`config.mk`:
```
export PLATFORM = sky130hd
export DESIGN_NAME = fetch_stage
export DESIGN_NICKNAME = d
export VERILOG_FILES = /design/src/rtl/rv32i_types.sv /design/src/rtl/fetch_fifo.sv /design/src/rtl/fetch_stage.sv
export SDC_FILE = /design/constraint.sdc
export NUM_CORES = 1
export LEC_CHECK = 0
export CORE_ASPECT_RATIO = 2
export CORE_MARGIN = 1.5
export CORE_UTILIZATION = 53
export DETAILED_ROUTE_END_ITERATION = 7
export GPL_ROUTABILITY_DRIVEN = 0
export HOLD_SLACK_MARGIN = 0.15
export PLACE_DENSITY = 0.8
export SETUP_SLACK_MARGIN = 0.15
export SLEW_MARGIN = 20
export SYNTH_ARGS = -nofsm -noshare
export SYNTH_HDL_FRONTEND = slang
export SYNTH_SLANG_ARGS = --single-unit
```
`constraint.sdc`:
```
create_clock -name clk -period 8 [get_ports clk]
set_input_delay 2 -clock clk [delete_from_list [all_inputs] [get_ports clk]]
set_output_delay 2 -clock clk [all_outputs]
set_load 0.05 [all_outputs]
```
`src/rtl/rv32i_types.sv`:
```
// Shared types and constants for the instruction-fetch front end.
package rv32i_types;

    localparam int unsigned XLEN = 32;
    localparam logic [XLEN-1:0] PC_RESET_VAL = 32'h4000_0060;
    localparam logic [XLEN-1:0] PC_STEP      = 32'd4;

    typedef enum logic [1:0] {
        FETCH_IDLE = 2'd0,
        FETCH_WAIT = 2'd1,
        FETCH_DROP = 2'd2
    } fetch_state_t;

    typedef struct packed {
        logic [XLEN-1:0] pc;
        logic [XLEN-1:0] instr;
    } fetch_pkt_t;

    // Redirect targets are forced onto a word boundary.
    function automatic logic [XLEN-1:0] align_pc(input logic [XLEN-1:0] pc);
        return pc & ~XLEN'(32'h3);
    endfunction

endpackage

```
`src/rtl/fetch_fifo.sv`:
```
// Small packet FIFO with first-word fall-through head and single-edge flush.
module fetch_fifo
    import rv32i_types::*;
#(
    parameter  int unsigned DEPTH = 2,
    localparam int unsigned CNT_W = $clog2(DEPTH + 1),
    localparam int unsigned PTR_W = $clog2(DEPTH)
) (
    input  logic             clk,
    input  logic             rst,
    input  logic             push,
    input  fetch_pkt_t       push_pkt,
    input  logic             pop,
    input  logic             flush,
    output logic             full,
    output logic             empty,
    output logic [CNT_W-1:0] count,
    output fetch_pkt_t       head
);

    fetch_pkt_t       mem_q [DEPTH];
    logic [PTR_W-1:0] wr_ptr_q, wr_ptr_d;
    logic [PTR_W-1:0] rd_ptr_q, rd_ptr_d;
    logic [CNT_W-1:0] count_q, count_d;
    logic             do_push;
    logic             do_pop;

    assign full  = (count_q == CNT_W'(DEPTH));
    assign empty = (count_q == '0);
    assign count = count_q;
    assign head  = mem_q[rd_ptr_q];

    // A push into a full FIFO is legal when the head leaves on the same edge.
    assign do_pop  = pop && !empty;
    assign do_push = push && (!full || do_pop);

    always_comb begin
        wr_ptr_d = wr_ptr_q;
        rd_ptr_d = rd_ptr_q;
        count_d  = count_q;
        if (flush) begin
            wr_ptr_d = '0;
            rd_ptr_d = '0;
            count_d  = '0;
        end else begin
            if (do_push) begin
                wr_ptr_d = wr_ptr_q + PTR_W'(1);
            end
            if (do_pop) begin
                rd_ptr_d = rd_ptr_q + PTR_W'(1);
            end
            count_d = count_q + CNT_W'(do_push) - CNT_W'(do_pop);
        end
    end

    always_ff @(posedge clk or posedge rst) begin
        if (rst) begin
            wr_ptr_q <= '0;
            rd_ptr_q <= '0;
            count_q  <= '0;
            for (int i = 0; i < int'(DEPTH); i++) begin
                mem_q[i] <= '0;
            end
        end else begin
            wr_ptr_q <= wr_ptr_d;
            rd_ptr_q <= rd_ptr_d;
            count_q  <= count_d;
            if (do_push && !flush) begin
                mem_q[wr_ptr_q] <= push_pkt;
            end
        end
    end

endmodule

```
`src/rtl/fetch_stage.sv`:
```
// Instruction fetch front end: owns the fetch PC, talks to imem, buffers packets.
// Optional FETCH_PERF_CNT_EN adds fetch_count/drop_count response counters.
module fetch_stage
    import rv32i_types::*;
#(
    parameter logic [31:0] RESET_PC   = PC_RESET_VAL,
    parameter int unsigned FIFO_DEPTH = 2
) (
    input  logic        clk,
    input  logic        rst,
    output logic        imem_read,
    output logic [31:0] imem_address,
    input  logic [31:0] imem_rdata,
    input  logic        imem_resp,
    input  logic        redirect_valid,
    input  logic [31:0] redirect_pc,
    output logic        if_valid,
    input  logic        if_ready,
    output logic [31:0] if_pc,
    output logic [31:0] if_instr
`ifdef FETCH_PERF_CNT_EN
    ,
    output logic [31:0] fetch_count,
    output logic [31:0] drop_count
`endif
);

    localparam int unsigned CNT_W = $clog2(FIFO_DEPTH + 1);

    fetch_state_t     state_q;
    logic [31:0]      fetch_pc_q;
    logic [31:0]      imem_address_q;
    logic             imem_read_q;

    logic [31:0]      redirect_tgt;
    logic             slot_free;
    logic             resp_keep;
    logic             resp_drop;
    logic             fifo_push;
    logic             fifo_pop;
    logic             fifo_flush;
    logic             fifo_full;
    logic             fifo_empty;
    logic [CNT_W-1:0] fifo_count;
    fetch_pkt_t       push_pkt;
    fetch_pkt_t       fifo_head;

    assign redirect_tgt = align_pc(redirect_pc);

    // Only one request is ever in flight, so a free slot now is still free at response time.
    assign slot_free  = (fifo_count < CNT_W'(FIFO_DEPTH));
    assign resp_keep  = (state_q == FETCH_WAIT) && imem_resp && !redirect_valid;
    assign resp_drop  = imem_resp &&
                        ((state_q == FETCH_DROP) || ((state_q == FETCH_WAIT) && redirect_valid));
    assign fifo_pop   = !fifo_empty && if_ready && !redirect_valid;
    assign fifo_push  = resp_keep && (!fifo_full || fifo_pop);
    assign fifo_flush = redirect_valid;

    always_comb begin
        push_pkt       = '0;
        push_pkt.pc    = fetch_pc_q;
        push_pkt.instr = imem_rdata;
    end

    fetch_fifo #(
        .DEPTH    (FIFO_DEPTH)
    ) u_fifo (
        .clk      (clk),
        .rst      (rst),
        .push     (fifo_push),
        .push_pkt (push_pkt),
        .pop      (fifo_pop),
        .flush    (fifo_flush),
        .full     (fifo_full),
        .empty    (fifo_empty),
        .count    (fifo_count),
        .head     (fifo_head)
    );

    // Request FSM; a request once issued is always held until its response.
    always_ff @(posedge clk or posedge rst) begin
        if (rst) begin
            state_q        <= FETCH_IDLE;
            fetch_pc_q     <= RESET_PC;
            imem_read_q    <= 1'b0;
            imem_address_q <= RESET_PC;
        end else begin
            unique case (state_q)
                FETCH_IDLE: begin
                    if (redirect_valid) begin
                        fetch_pc_q <= redirect_tgt;
                    end else if (slot_free) begin
                        state_q        <= FETCH_WAIT;
                        imem_read_q    <= 1'b1;
                        imem_address_q <= fetch_pc_q;
                    end
                end
                FETCH_WAIT: begin
                    if (imem_resp) begin
                        state_q     <= FETCH_IDLE;
                        imem_read_q <= 1'b0;
                        fetch_pc_q  <= redirect_valid ? redirect_tgt : fetch_pc_q + PC_STEP;
                    end else if (redirect_valid) begin
                        state_q    <= FETCH_DROP;
                        fetch_pc_q <= redirect_tgt;
                    end
                end
                FETCH_DROP: begin
                    if (redirect_valid) begin
                        fetch_pc_q <= redirect_tgt;
                    end
                    if (imem_resp) begin
                        state_q     <= FETCH_IDLE;
                        imem_read_q <= 1'b0;
                    end
                end
                default: begin
                    state_q     <= FETCH_IDLE;
                    imem_read_q <= 1'b0;
                end
            endcase
        end
    end

    assign imem_read    = imem_read_q;
    assign imem_address = imem_address_q;
    assign if_valid     = !fifo_empty;
    assign if_pc        = fifo_head.pc;
    assign if_instr     = fifo_head.instr;

`ifdef FETCH_PERF_CNT_EN
    logic [31:0] fetch_count_q;
    logic [31:0] drop_count_q;

    always_ff @(posedge clk or posedge rst) begin
        if (rst) begin
            fetch_count_q <= '0;
            drop_count_q  <= '0;
        end else begin
            if (fifo_push) begin
                fetch_count_q <= fetch_count_q + 32'd1;
            end
            if (resp_drop) begin
                drop_count_q <= drop_count_q + 32'd1;
            end
        end
    end

    assign fetch_count = fetch_count_q;
    assign drop_count  = drop_count_q;
`else
    logic unused_drop;
    assign unused_drop = resp_drop;
`endif

endmodule

```
==> metrics.txt <==
# TYPE chip_impl_metric gauge
chip_impl_info{name="synthTopCellsByCount",value="sky130_fd_sc_hd__mux2_2, sky130_fd_sc_hd__dfrtp_1, sky130_fd_sc_hd__clkbuf_1"} 1
chip_impl_metric{name="global_route_wire_length_before_repair",unit="µm"} 36070
chip_impl_metric{name="cts_buffer_depth",unit=""} 2
chip_impl_info{name="clock-root-buffer",value="sky130_fd_sc_hd__clkbuf_16"} 1
chip_impl_metric{name="grt.total_usage",unit="%"} 24.67
chip_impl_info{name="critical_path.startpoint_type",value="register"} 1
chip_impl_info{name="post_synth_main_area_contributors",value="sky130_fd_sc_hd__dfrtp_1, sky130_fd_sc_hd__mux2_2, sky130_fd_sc_hd__dfstp_2, sky130_fd_sc_hd__a211oi_1, sky130_fd_sc_hd__clkbuf_1"} 1
chip_impl_metric{name="pwr-share-clk",unit="%"} 16.3
chip_impl_metric{name="post-cts-setup-buffer-count",unit=""} 0
chip_impl_metric{name="layout_min_cycle_time",unit="ns"} 4.932
chip_impl_metric{name="tns",unit="ns"} 0
chip_impl_metric{name="vdd_ir_drop_max",unit="µV"} 249.0
chip_impl_metric{name="clk_pin_slew_worst_paths",unit="ns"} 0.07
chip_impl_metric{name="slowest_delay",unit="ns"} 0.72
chip_impl_metric{name="initial_utilization",unit="%"} 54.04
chip_impl_info{name="worstPathCellList",value="buf_4 -> mux2_2 -> clkdlybuf4s50_1"} 1
chip_impl_metric{name="standard_cell_core_area",unit="µm²"} 17190
chip_impl_metric{name="layout-area-overhead-vs-synth",unit="%"} 24.41
chip_impl_metric{name="detail_route.vias_per_cell",unit=""} 6.004
chip_impl_info{name="worst_path_dominant_cell_family",value="buffers and inverters"} 1
chip_impl_info{name="grt_setup_unrepaired",value="false"} 1
chip_impl_metric{name="count_of_flip_flops_with_a_built_in_enable_after_synthesis",unit=""} 0
chip_impl_info{name="tritoncts",value="built"} 1
chip_impl_metric{name="critPathMaxFanout",unit=""} 49
chip_impl_metric{name="post_route_cells_drive_above_1_share",unit="%"} 32.67
chip_impl_metric{name="final_antenna_net_count",unit=""} 0
chip_impl_metric{name="post_synth.cell_area_avg",unit="µm²"} 13.10
chip_impl_metric{name="total_number_of_yosys_warnings",unit=""} 0
chip_impl_metric{name="synth-seq-cells",unit=""} 199
chip_impl_metric{name="clk_latency",unit="ns"} 0.43
chip_impl_metric{name="totalWireLength",unit="µm"} 22180
chip_impl_metric{name="design.final.nets",unit=""} 920
chip_impl_metric{name="antenna_cells_inserted",unit=""} 0
chip_impl_metric{name="cellInternalPower",unit="mW"} 2.845
chip_impl_metric{name="cts-resized-gates",unit=""} 0
chip_impl_info{name="netlist.top_cell.by_area",value="sky130_fd_sc_hd__dfrtp_1"} 1
chip_impl_metric{name="hold_viol",unit=""} 0
chip_impl_metric{name="portion_of_synthesized_cell_area_occupied_by_the_leading_cell_type",unit="%"} 52.00
chip_impl_metric{name="globalRouteMet2Util",unit="%"} 46.48
chip_impl_metric{name="detail_route.first_pass.iterations",unit=""} 5
chip_impl_metric{name="netSwitchingPower",unit="mW"} 2.145
chip_impl_metric{name="yosysUniqueCellTypes",unit=""} 63
chip_impl_metric{name="tritoncts_num_sinks",unit=""} 199
chip_impl_metric{name="worst-r2r-setup-slack",unit="ns"} 4.92
chip_impl_metric{name="fin_crit_sh",unit="%"} 61.65
chip_impl_metric{name="remaining_drc_errors",unit=""} 0
chip_impl_metric{name="clock_skew",unit="ns"} 0.009561
chip_impl_metric{name="tritoncts.num_buffers",unit=""} 17
chip_impl_metric{name="timing.max_slew.rel_slack",unit="%"} 34.44
chip_impl_info{name="cp_slowest_cell",value="sky130_fd_sc_hd__clkdlybuf4s50_1"} 1
chip_impl_metric{name="synthesis.area",unit="µm²"} 9288
chip_impl_metric{name="dpl_hpwl",unit="µm"} 15180
chip_impl_metric{name="grt_max_degree",unit=""} 126
chip_impl_metric{name="max_slew.worst_pin.slew",unit="ns"} 0.9835
chip_impl_metric{name="port_buffers",unit=""} 164
chip_impl_metric{name="setup_slack",unit="ns"} 3.068
chip_impl_metric{name="layout.core_utilization",unit="%"} 67.23
chip_impl_info{name="end_kind",value="output port"} 1
chip_impl_info{name="grt.busiest_layer",value="met2"} 1
chip_impl_metric{name="placedInstanceArea",unit="µm²"} 10990
chip_impl_metric{name="via_count_of_the_first_global_routing_pass",unit=""} 7013
chip_impl_metric{name="fin_area",unit="µm²"} 11550
chip_impl_metric{name="worst_hold_slack",unit="ns"} 0.5024
chip_impl_metric{name="grt_remaining_overflow",unit=""} 0
chip_impl_metric{name="p_per_area",unit="nW/µm²"} 431.9
chip_impl_metric{name="avgRoutedWirePerCell",unit="µm"} 20.79
chip_impl_metric{name="cp_data_required_time",unit="ns"} 6.00
chip_impl_metric{name="setup_viol",unit=""} 0
chip_impl_metric{name="leakage_dissipation",unit="nW"} 4.908
chip_impl_metric{name="grtUsageMet1",unit="%"} 26.54
chip_impl_info{name="type_of_the_most_critical_hold_path",value="reg2reg"} 1
chip_impl_metric{name="cts_max_level",unit=""} 4
chip_impl_metric{name="drv_cap",unit=""} 0
chip_impl_metric{name="maxSlewViolCount",unit=""} 0
chip_impl_metric{name="power.share.combinational",unit="%"} 49.8
chip_impl_metric{name="dieWidth",unit="µm"} 96.61
chip_impl_metric{name="met3_usage",unit="%"} 4.509
chip_impl_metric{name="cp_num_buf_inv",unit=""} 2
chip_impl_metric{name="sequentialPowerShare",unit="%"} 33.9
chip_impl_metric{name="synth_fp_nets",unit=""} 785
chip_impl_metric{name="max_clock_freq",unit="MHz"} 202.8
chip_impl_info{name="yosys.cell_count.top_type",value="sky130_fd_sc_hd__mux2_2"} 1
chip_impl_metric{name="switching_part_of_the_total",unit="%"} 42.99
chip_impl_metric{name="post_cts_hold_buffer_count",unit=""} 0
chip_impl_metric{name="antenna_found_initial",unit=""} 0
chip_impl_info{name="synthFlopType",value="sky130_fd_sc_hd__dfrtp_1"} 1
chip_impl_metric{name="num_io_pins",unit=""} 167
chip_impl_metric{name="async_reset_ff_share",unit="%"} 100.0
chip_impl_metric{name="synth-seq-area-share",unit="%"} 53.70
chip_impl_info{name="critPathKind",value="reg2out"} 1
chip_impl_metric{name="synth_cells",unit=""} 709
chip_impl_metric{name="die_area",unit="µm²"} 18380
chip_impl_metric{name="dr_total_vias",unit=""} 6406
chip_impl_metric{name="worst-endpoint-arrival",unit="ns"} 2.93
chip_impl_metric{name="drt_iter0_drc",unit=""} 330
chip_impl_metric{name="num_rows",unit=""} 68
chip_impl_metric{name="die_y",unit="µm"} 190.2
chip_impl_metric{name="dp_worst_setup_slack",unit="ns"} 3.073
chip_impl_info{name="run_status",value="complete, no violations"} 1
-- path summary, 6_finish.rpt --
path | startpoint | end | cells past startpoint
worst max-delay path | u_fifo.rd_ptr_q | if_pc[19] | 3
worst min-delay path | u_fifo.mem_q[39] | u_fifo.mem_q[39] | 1
worst max register to register | state_q[0] | fetch_pc_q[22] | 5
worst min register to register | u_fifo.mem_q[39] | u_fifo.mem_q[39] | 1
max in group asynchronous | rst | u_fifo.rd_ptr_q | 3
min in group asynchronous | rst | u_fifo.mem_q[9] | 2
-- registers in the layout, indices dropped and copies added (netlist names) --
register / flops
fetch_pc_q: 32
u_fifo.rd_ptr_q: 1
imem_read: 1
u_fifo.count: 2
u_fifo.wr_ptr_q: 1
state_q: 2
u_fifo.mem_q: 128
imem_address: 32
-- cells in the final DEF, fill, tap and decap left out, types with 4 or more instances in the layout --
master,netlist,final
sky130_fd_sc_hd__buf_4,0,5
sky130_fd_sc_hd__a311oi_1,4,4
sky130_fd_sc_hd__clkdlybuf4s50_1,0,164
sky130_fd_sc_hd__inv_6,0,5
sky130_fd_sc_hd__and2_1,6,6
sky130_fd_sc_hd__ha_1,7,7
sky130_fd_sc_hd__clkbuf_16,0,17
sky130_fd_sc_hd__a211oi_1,14,14
sky130_fd_sc_hd__a21oi_1,15,15
sky130_fd_sc_hd__inv_8,0,4
sky130_fd_sc_hd__nor4_1,4,4
sky130_fd_sc_hd__nand2_1,15,15
sky130_fd_sc_hd__nand4_1,16,16
sky130_fd_sc_hd__o21ai_0,14,14
sky130_fd_sc_hd__inv_1,8,7
sky130_fd_sc_hd__nor2_1,26,26
sky130_fd_sc_hd__nor3b_1,4,4
sky130_fd_sc_hd__and4_1,7,7
sky130_fd_sc_hd__dfstp_2,6,6
sky130_fd_sc_hd__nor3_1,6,6
sky130_fd_sc_hd__o22ai_1,10,10
sky130_fd_sc_hd__nand3_1,11,11
sky130_fd_sc_hd__and3_1,13,12
sky130_fd_sc_hd__dfrtp_1,193,192
sky130_fd_sc_hd__mux2_2,224,224
-- layer usage --
metal / vias up / part of all wire, %
met5: - / 0
met3: 42 / 4.5
met4: 0 / 2.6
li1: 2883 / -
met2: 227 / 56
met1: 3254 / 36
-- kinds of logic (layout without fill, tap and decap cells) --
| group | count (synthesis) | in the layout | share of synthesized area (%) |
|---|---|---|---|
| AO/OA/AOI/OAI | 84 | 84 | 6.197 |
| XOR/XNOR | 3 | 3 | 0.2830 |
| adder cells (fa/ha/maj) | 7 | 7 | 0.9430 |
| buffers and inverters | 63 | 211 | 3.435 |
| flip-flops | 199 | 199 | 53.70 |
| multiplexers | 225 | 225 | 27.27 |
| AND/OR/NAND/NOR | 128 | 128 | 8.178 |
-- cell type report --
| cell class | count | area (µm²) |
|---|---|---|
| repair buffers | 170 | 1707 |
| well taps | 210 | 262.8 |
| flip-flops and latches | 199 | 4989 |
| fillers | 1284 | 5632 |
| multi-input cells | 447 | 3993 |
| inverters | 9 | 41.29 |
| clock inverters | 14 | 133.9 |
| clock buffers | 18 | 429.2 |
-- power groups by stage --
stage          clock network [mW]  logic (mW)  registers [mW]
2_1_floorplan                   0        1.56            1.87
4_1_cts                     0.836        2.51            1.69
6_report                    0.814        2.48            1.69
5_1_grt                     0.884        2.60            1.74
3_5_place_dp                    0        2.50            1.71
3_3_place_gp                    0        2.44            1.67
-- stage by stage --
stage | std cells | total power, mW
2_1_floorplan | 709 | 3.433
3_3_place_gp | 1034 | 4.110
3_5_place_dp | 1035 | 4.205
4_1_cts | 1067 | 5.031
5_1_grt | 1067 | 5.222
6_report | 1067 | 4.990
(Power assumes the default switching activity.)
